## config.mk

```make
export PLATFORM = sky130hd
export DESIGN_NAME = byte_queue
export DESIGN_NICKNAME = d
export VERILOG_FILES = /design/src/rtl/byte_queue.sv
export SDC_FILE = /design/constraint.sdc
export NUM_CORES = 1
export LEC_CHECK = 0
export CORE_ASPECT_RATIO = 0.5
export CORE_MARGIN = 3
export CORE_UTILIZATION = 61
export DETAILED_ROUTE_END_ITERATION = 16
export HOLD_SLACK_MARGIN = 0.03
export PLACE_DENSITY = 0.93
export SLEW_MARGIN = 0
export SYNTH_ARGS = -nofsm -noshare
export SYNTH_HDL_FRONTEND = slang
export SYNTH_SLANG_ARGS = --single-unit
```

## constraint.sdc

```tcl
create_clock -name clk_100mhz -period 7.7 [get_ports clk_100mhz]
set_input_delay 0.77 -clock clk_100mhz [delete_from_list [all_inputs] [get_ports clk_100mhz]]
set_output_delay 0.77 -clock clk_100mhz [all_outputs]
set_load 0.01 [all_outputs]
```

## src/rtl/byte_queue.sv

```systemverilog
// Receive-side byte FIFO behind the deserializer.
// Intake handshake FSM acks each byte once; consumer pops on request.
module byte_queue #(
  parameter int DEPTH = 8,
  parameter int WIDTH = 8
) (
  input  logic                       clk_100mhz,
  input  logic                       reset,
  input  logic [WIDTH-1:0]           data_in,
  input  logic                       data_ready_in,
  output logic                       ack_out,
  input  logic                       dequeue_in,
  output logic [WIDTH-1:0]           data_out,
  output logic                       valid_out,
  output logic [$clog2(DEPTH):0]     len_out,
  output logic                       full_out,
  output logic                       empty_out
);

  localparam int AW = $clog2(DEPTH);
  localparam logic [AW:0] LEN_FULL = (AW+1)'(DEPTH);

  localparam logic [1:0] IDLE     = 2'd0;
  localparam logic [1:0] ACK      = 2'd1;
  localparam logic [1:0] WAIT_LOW = 2'd2;

  logic [1:0]       state;
  logic [1:0]       state_d;
  logic [AW-1:0]    wr_ptr;
  logic [AW-1:0]    rd_ptr;
  logic [AW:0]      len;
  logic [WIDTH-1:0] mem [DEPTH];
  logic             full;
  logic             empty;
  logic             push;
  logic             pop;

  assign full  = (len == LEN_FULL);
  assign empty = (len == '0);
  assign push  = (state == IDLE) && data_ready_in && !full;
  assign pop   = dequeue_in && !empty;

  assign ack_out   = (state == ACK);
  assign len_out   = len;
  assign full_out  = full;
  assign empty_out = empty;

  // Intake FSM next state: one ack per byte, then wait for ready to drop.
  always_comb begin
    state_d = state;
    unique case (state)
      IDLE:     if (push) state_d = ACK;
      ACK:      state_d = WAIT_LOW;
      WAIT_LOW: if (!data_ready_in) state_d = IDLE;
      default:  state_d = IDLE;
    endcase
  end

  // FSM state and write pointer.
  always_ff @(posedge clk_100mhz) begin
    if (reset) begin
      state  <= IDLE;
      wr_ptr <= '0;
    end else begin
      state <= state_d;
      if (push) wr_ptr <= wr_ptr + 1'b1;
    end
  end

  // Storage array; contents survive reset and are don't-care after it.
  always_ff @(posedge clk_100mhz) begin
    if (push) mem[wr_ptr] <= data_in;
  end

  // Pop side: registered output byte plus a one-cycle valid strobe.
  always_ff @(posedge clk_100mhz) begin
    if (reset) begin
      rd_ptr    <= '0;
      data_out  <= '0;
      valid_out <= 1'b0;
    end else if (pop) begin
      data_out  <= mem[rd_ptr];
      rd_ptr    <= rd_ptr + 1'b1;
      valid_out <= 1'b1;
    end else begin
      valid_out <= 1'b0;
    end
  end

  // Occupancy counter; push and pop together leave it unchanged.
  always_ff @(posedge clk_100mhz) begin
    if (reset) begin
      len <= '0;
    end else begin
      unique case ({push, pop})
        2'b10:   len <= len + 1'b1;
        2'b01:   len <= len - 1'b1;
        default: len <= len;
      endcase
    end
  end

endmodule
```

---- Yosys cells after proc, flatten, opt, wreduce, memory -nomap -nowiden ----
Memory sizes are Yosys's and may differ from the RTL's. A register that Yosys moved wholly into a read port is not among the register bits.
Index checks and enable logic that the tools add are counted.
word-level totals
  flip-flop bits (word level) ............. 13
  memory bits (writable) .................. 64
  output and inout bits ................... 16
  word-level logic and storage cells ...... 33
  memories ................................ 1
cells by class
  add/sub/neg operators ................... 4
  equal/unequal tests ..................... 7
  mux-type cells .......................... 7
  reduce and logical (&&, ||, !) cells .... 9
memory list
  memory  words  width  read ports  clocked after memory_dff  write ports  line  RTL
  mem     8      8      1           1                         1            32    logic [WIDTH-1:0] mem [DEPTH];
operators with widths
  cell                                                                   count
  4-bit case mux with 2 select lines                                     1
  3-bit by 1-bit adder with 3-bit output, second input constant          2
  2-bit case mux with 3 select lines                                     1
  4-bit by 1-bit adder with 4-bit output, second input constant          1
  2-bit by 1-bit equality test with 1-bit output, second input constant  2
  2-bit equality test, second input constant                             2
  4-bit equality test, second input constant                             1
  4-bit zero test                                                        1
  2-bit 2-to-1 mux                                                       2
  2-bit inequality test, second input constant                           2
  4-bit by 1-bit subtractor with 4-bit output, second input constant     1
  1-bit logical AND                                                      3
  1-bit 2-to-1 mux                                                       3
  1-bit zero test                                                        2
  2-bit zero test                                                        1
  2-bit AND reduction                                                    1
  2-bit nonzero test                                                     1

---- Longest topological paths before layout ----
Gate-level depths: netlist of the first run.
  depth after elaboration ................. 5
  depth in mapped cells ................... 10
  mapped depth without buffers ............ 10

---- Least setup slack after synthesis of the first run ----
OpenSTA, ideal clock, no wires.
  path kind ............................... input -> register
  start point ............................. input port data_ready_in
  end point ............................... register len[3] (netlist: len_out[3])
  setup time .............................. 74 ps
  arrival time ............................ 2620 ps
  required time ........................... 7626 ps
  setup slack ............................. 5006 ps
  stages .................................. 9
  buffers on the path ..................... 0
  path through ............................ or2b_1 > nor3_2 > inv_2 > ha_1 > ha_1 > a21oi_1 > a21oi_1 > or4_1 > a21oi_1
on the way
  word-level cells in the longest chain between the ends .. 4
RTL lines
  item                                                                                          line  RTL
  start: declaration                                                                            10    input logic data_ready_in,
  1-bit logical AND * (2 in series)                                                             40    assign push = (state == IDLE) && data_ready_in && !full;
  2-bit by 1-bit equality test with 1-bit output / 2-bit equality test (equally long branches)  95    unique case ({push, pop})
  4-bit case mux with 2 select lines / 2-bit nonzero test (equally long branches)               -
  end signal: assignment                                                                        96    2'b10: len <= len + 1'b1;
  end signal: assignment                                                                        97    2'b01: len <= len - 1'b1;
  end signal: assignment                                                                        98    default: len <= len;
  end: declaration                                                                              31    logic [AW:0] len;
Every way passes the cells marked *; elsewhere a longest branch is shown, timed or not.
A chain may end at the register's enable or synchronous reset.

---- Worst setup path in the final report of the first run ----
Ends and elaborated chain as after synthesis.

==> results of run 1 <==
-- power groups by stage --
stage | registers, W | clock network [W] | logic (W)
floorplan | 0.000598 | 0 | 0.000254
global placement | 0.000597 | 0 | 0.000360
detailed placement | 0.000602 | 0 | 0.000378
CTS | 0.000593 | 0.000341 | 0.000382
global route | 0.000600 | 0.000361 | 0.000409
finish | 0.000593 | 0.000338 | 0.000377
-- cell type report --
cell class                 instances  share of cell area (%)
clock buffer                       9                    3.11
clock inverter                     6                    2.20
inverter                           6                   0.566
multi-input combinational        100                    25.1
sequential                        85                    58.9
tap                               70                    2.20
timing repair buffer              33                    7.92
-- layer usage --
| layer | global-route usage (%) | vias to the layer above | wire length (microns) |
|---|---|---|---|
| li1 | - | 842 | - |
| met4 | 7.28 | 0 | 78 |
| met5 | 0 | - | 0 |
| met1 | 27.7 | 935 | 2540 |
| met3 | 7.80 | 8 | 662 |
| met2 | 35.1 | 90 | 3170 |
-- cell families after synthesis --
kind of cell / Yosys count / share of synthesized area [%]
flops: 85 / 68.5
simple gates: 53 / 9.26
compound gates: 18 / 5.16
mux: 18 / 11.1
buf+inv: 15 / 2.27
fa+ha+maj: 6 / 2.41
xor+xnor: 5 / 1.28
-- critical path, delay by kind of cell --
family / cells / cell delay, ns
AOI/OAI and AO/OA: 3 / 0.45
adders and majority gates: 2 / 0.59
buffers and inverters: 2 / 0.62
and+or+nand+nor: 3 / 0.89
-- registers in the layout, indices dropped and copies added (netlist names) --
name,cells
mem,64
rd_ptr,3
wr_ptr,3
data_out,8
valid_out,1
len_out,4
state,2
-- Yosys cell counts (4+ instances only) --
master	number	area (sq um)
clkbuf_1	4	15.0
xor2_1	4	35.0
dfxtp_1	21	420
inv_1	5	18.8
ha_1	5	62.6
mux4_2	16	360
a21oi_1	7	35.0
edfxtp_1	64	1920
nor3_1	4	20.0
nor3_2	9	90.1
nor2_1	22	82.6
o22ai_2	7	87.6
-- stage by stage --
| stage | std cells | setup slack [ns] |
|---|---|---|
| after detailed placement | 294 | 4.28 |
| after floorplan | 200 | 5.01 |
| final | 309 | 4.66 |
| after global routing | 309 | 4.51 |
| after global placement | 294 | 4.46 |
| after CTS | 309 | 4.65 |
-- worst paths after layout --
path         depth (start not counted)          end           from  slack (ns)
min                                  2  data_out[1]    data_out[1]        0.51
max                                 10   len_out[3]  data_ready_in        4.66
max reg2reg                          7   len_out[3]     len_out[0]        5.10
min reg2reg                          2  data_out[1]    data_out[1]        0.51
==> impl_metrics.toml, run 1 <==
[run_status]
outcome = "completed"

[clock_tree]
cts_buffer_depth = 2
clkLatencyLatePin_ns = 0.35
tritoncts = "built"
numCtsBuffers = 9
cts_setup_buffers = 0
cts_resized = 0
cts_root_buffer = "clkbuf_8"
cts.sinks = 85
cts-hold-fix-buffers = 0
htreeDepth = 3
clk_pin_slew_ns = 0.08

[timing]
setup-tns-final_ns = 0
fin_skew_ns = 0.00859
drv_slew = 0
rsz0062_at_grt = "false"
fin_crit_sh_pct = 39.5
fin_hold_ws_ns = 0.509
relSlewSlack_pct = 33.2
finalCriticalPeriod_ns = 3.04
tightest_slew_ns = 0.998
hold_viol_final = 0
clock.fmax_mhz = 329
finalSetupViolations = 0

[job]
maxCapViolCount = 0

[final_layout]
final_common_cell = "edfxtp_1"
most-common-layout-cells = "edfxtp_1, clkdlybuf4s50_1, nor2_1"
drive_gt1_share_pct = 24.3
multi_input_area_sq_um = 1000
utilization_pct = 77.1
regArea_sq_um = 2340
syn_to_final_growth_pct = 16.4
finish.instance_area_sq_um = 3980
n_antenna_cell = 0
fillers = 279
fin_nets = 253

[power_and_ir_drop]
clockPowerShare_pct = 25.8
power_frac_seq_pct = 45.3
swShare_pct = 29.7
power.density_nw_per_um2 = 328
p_int_w = 0.000919
power.total_w = 0.00131
pwr-share-comb_pct = 28.8
worst_ir_drop_vdd_mv = 0.178
p_switching_w = 0.000388
p_leak_nw = 1.31

[die]
die_y_microns = 58.9
io_pins = 28
initial_core_util_pct = 66.3
dieArea_sq_um = 6590
die_w_microns = 112
coreArea_sq_um = 5160
placementRows = 18

[yosys]
syn_nets = 218
synth.avg_cell_area_sq_um = 17.1
async_flop_share_pct = 0
ys_warn_count = 0
synth_seq_cells = 85
synthCells = 200
ys_seq_area_share_pct = 68.5
synth_cell_types = 37
ys.flop_type = "edfxtp_1"
synth_edf_count = 64
syn_area_sq_um = 3420

[placement]
gp_congestion = 0.758
dp_hpwl_microns = 4020
place_area_sq_um = 3770
port_buffers = 27

[drt]
vias = 1875
avgViaCountPerCell = 6.07
routedWlPerCell_microns = 20.9
drtAntennaViolNets = 0
drcViolationCount = 0
routed_wl_microns = 6450
drt_iter0_markers = 167
drtPass1Iterations = 4

[grt]
grt_pass1_vias = 1904
grt-ovfl-total = 0
grt_max_degree = 22
antenna_found_initial = 0
grt.total_usage_pct = 21.6
grt_pass1_wl_microns = 10400

[critical_path]
worst-setup-path-type = "primary input to register"
crit_path_max_incr_delay_ns = 0.48
worstPathArrival_ns = 3.31
slowest_stage = "clkdlybuf4s50_1"
cpMostUsedCell = "a21oi_1"
cp_max_fo = 10
path_cells = "clkdlybuf4s50_1, or2b_1, nor3_2, inv_2, ha_1, ha_1, a21oi_1, a21oi_1, or4_1, a21oi_1"
crit_required_ns = 7.96
critPathLaunchType = "primary input"
critPathCaptureType = "register"

[hold_path]
min_path_type = "register to register"
No activity file was read; power rests on OpenSTA's default activity.
==> inputs of run 2 (changes only) <==
Settings changed: CORE_UTILIZATION 61 to 57, PLACE_DENSITY 0.93 to 0.88.
Clock period 7.7 ns to 2.95 ns, I/O delays scaled along.
==> run 2 against run 1 <==
Non-clock buffer count is 6 higher. Combinational power grew to 2.7 times the previous value. Global-route usage is 1.2 points higher. Clock-buffer cell count unchanged. Die area grew 6.5%. Via count is 3.4% higher. Sequential power grew to 2.6 times the previous value. Cell count is 3.2% higher. Final area grew 3.6%. Utilization fell by 4.0 points. Critical path depth is 3 lower. Clock power rose to 3.4 times the previous value. Largest cell class unchanged. Highest routed layer unchanged.
==> impl_metrics.toml, run 2 (synthesized netlist as in run 1, its figures left out) <==
[run_status]
outcome = "completed"

[timing]
drv_slew = 0
finalSetupViolations = 0
relSlewSlack_pct = 30.5
finalCriticalPeriod_ns = 2.70
setup-tns-final_ns = 0
fin_crit_sh_pct = 91.6
fin_skew_ns = 0.00490
rsz0062_at_grt = "false"
clock.fmax_mhz = 370
worst_slack_ns = 0.248
tightest_slew_ns = 1.04
hold_viol_final = 0

[final_layout]
most-common-layout-cells = "edfxtp_1, clkdlybuf4s50_1, nor2_1"
fillers = 325
syn_to_final_growth_pct = 20.6
top_register = "mem"
multi_input_area_sq_um = 1000
regArea_sq_um = 2340
final_common_cell = "edfxtp_1"
n_antenna_cell = 0
fin_nets = 259
drive_gt1_share_pct = 26.4
largest_reg_flops = 64

[drt]
drt_iter0_markers = 240
drtPass1Iterations = 4
vias = 1938
routedWlPerCell_microns = 22.8
routed_wl_microns = 7260
drtAntennaViolNets = 0
avgViaCountPerCell = 6.08
drcViolationCount = 0

[critical_path]
cp_max_fo = 15
critPathCaptureType = "register"
rrSetupSlack_ns = 0.25
rr_startpoint = "len_out[0]"
worstPathArrival_ns = 2.94
worst-setup-path-type = "register to register"
reg2reg_to = "len_out[3]"
critPathLaunchType = "register"
r2r_cells = 7
crit_required_ns = 3.19

[hold_path]
hold_path_depth = 2
min_path_type = "register to register"
hp-start = "data_out[6]"
hold_path_end = "data_out[6]"

[die]
coreArea_sq_um = 5630
die_y_microns = 60.8
die_w_microns = 116
io_pins = 28
placementRows = 19
initial_core_util_pct = 60.7
dieArea_sq_um = 7020

[power_and_ir_drop]
clockPowerShare_pct = 31.0
p_switching_w = 0.00111
power.density_nw_per_um2 = 902
p_leak_nw = 1.39
power_frac_seq_pct = 41.4
swShare_pct = 29.9
worst_ir_drop_vdd_mv = 0.402
pwr-share-comb_pct = 27.6
p_int_w = 0.00261

[placement]
port_buffers = 27
pre_cts_ws_ns = 0.0728
gp_congestion = 0.736
dp_hpwl_microns = 4490

[grt]
grt_pass1_wl_microns = 11100
grt-ovfl-total = 0
antenna_found_initial = 0
grt_max_degree = 22
grt_pass1_vias = 2028
grt.total_usage_pct = 22.7

[job]
maxCapViolCount = 0

[clock_tree]
cts_resized = 0
cts_buffer_depth = 2
numCtsBuffers = 9
cts_setup_buffers = 0
cts_root_buffer = "clkbuf_16"
tritoncts = "built"
htreeDepth = 3
cts-hold-fix-buffers = 0
clkLatencyLatePin_ns = 0.34
cts.sinks = 85
clk_pin_slew_ns = 0.06
run 2: how the worst max path moves through the flow:
stage | from | to | slack (ns)
after floorplan | len_out[0] | len_out[3] | 0.38
after global placement | data_ready_in | len_out[3] | 0.27
after detailed placement | data_ready_in | len_out[3] | 0.07
after CTS | len_out[0] | len_out[3] | 0.28
after global routing | len_out[0] | len_out[3] | 0.18
final | len_out[0] | len_out[3] | 0.25
run 2: critical path, stage by stage (launching register included):
cell,delay (ns)
dfxtp_1,0.39
o41a_4,0.61
ha_1,0.26
ha_1,0.33
a21oi_1,0.21
a21oi_1,0.13
or4_1,0.49
a21oi_1,0.18
run 2: routing by layer:
metal	up-vias	track usage (%)	share of wire, %
met1	978	27.2	39
li1	858	-	-
met3	16	7.07	6.8
met2	86	39.7	53
met4	0	8.86	1.7
met5	-	0	0
run 2: layout make-up:
cell class	instances	area share (%)
clock buffer	9	5.46
clock inverter	7	2.00
inverter	6	0.546
multi-input combinational	100	24.2
sequential	85	56.8
tap	73	2.21
timing repair buffer	39	8.74
run 2: power groups by stage:
| stage | logic (W) | clock network [W] | registers (W) |
|---|---|---|---|
| floorplan | 0.000663 | 0 | 0.00156 |
| CTS | 0.00104 | 0.00117 | 0.00154 |
| detailed placement | 0.00102 | 0 | 0.00156 |
| global route | 0.00110 | 0.00121 | 0.00155 |
| global placement | 0.000968 | 0 | 0.00155 |
| finish | 0.00103 | 0.00115 | 0.00154 |
run 2: per-stage QoR:
step / utilization (%) / total power (W) / std cells / instance area, sq um / hold WS (ns)
floorplan: - / 0.00222 / 200 / 3420 / 0.367
global placement: 67.7 / 0.00252 / 303 / 3820 / 0.483
detailed placement: 67.7 / 0.00258 / 303 / 3820 / 0.492
CTS: 73.2 / 0.00374 / 319 / 4120 / 0.506
global route: 73.2 / 0.00387 / 319 / 4120 / 0.546
finish: 73.2 / 0.00372 / 319 / 4120 / 0.506
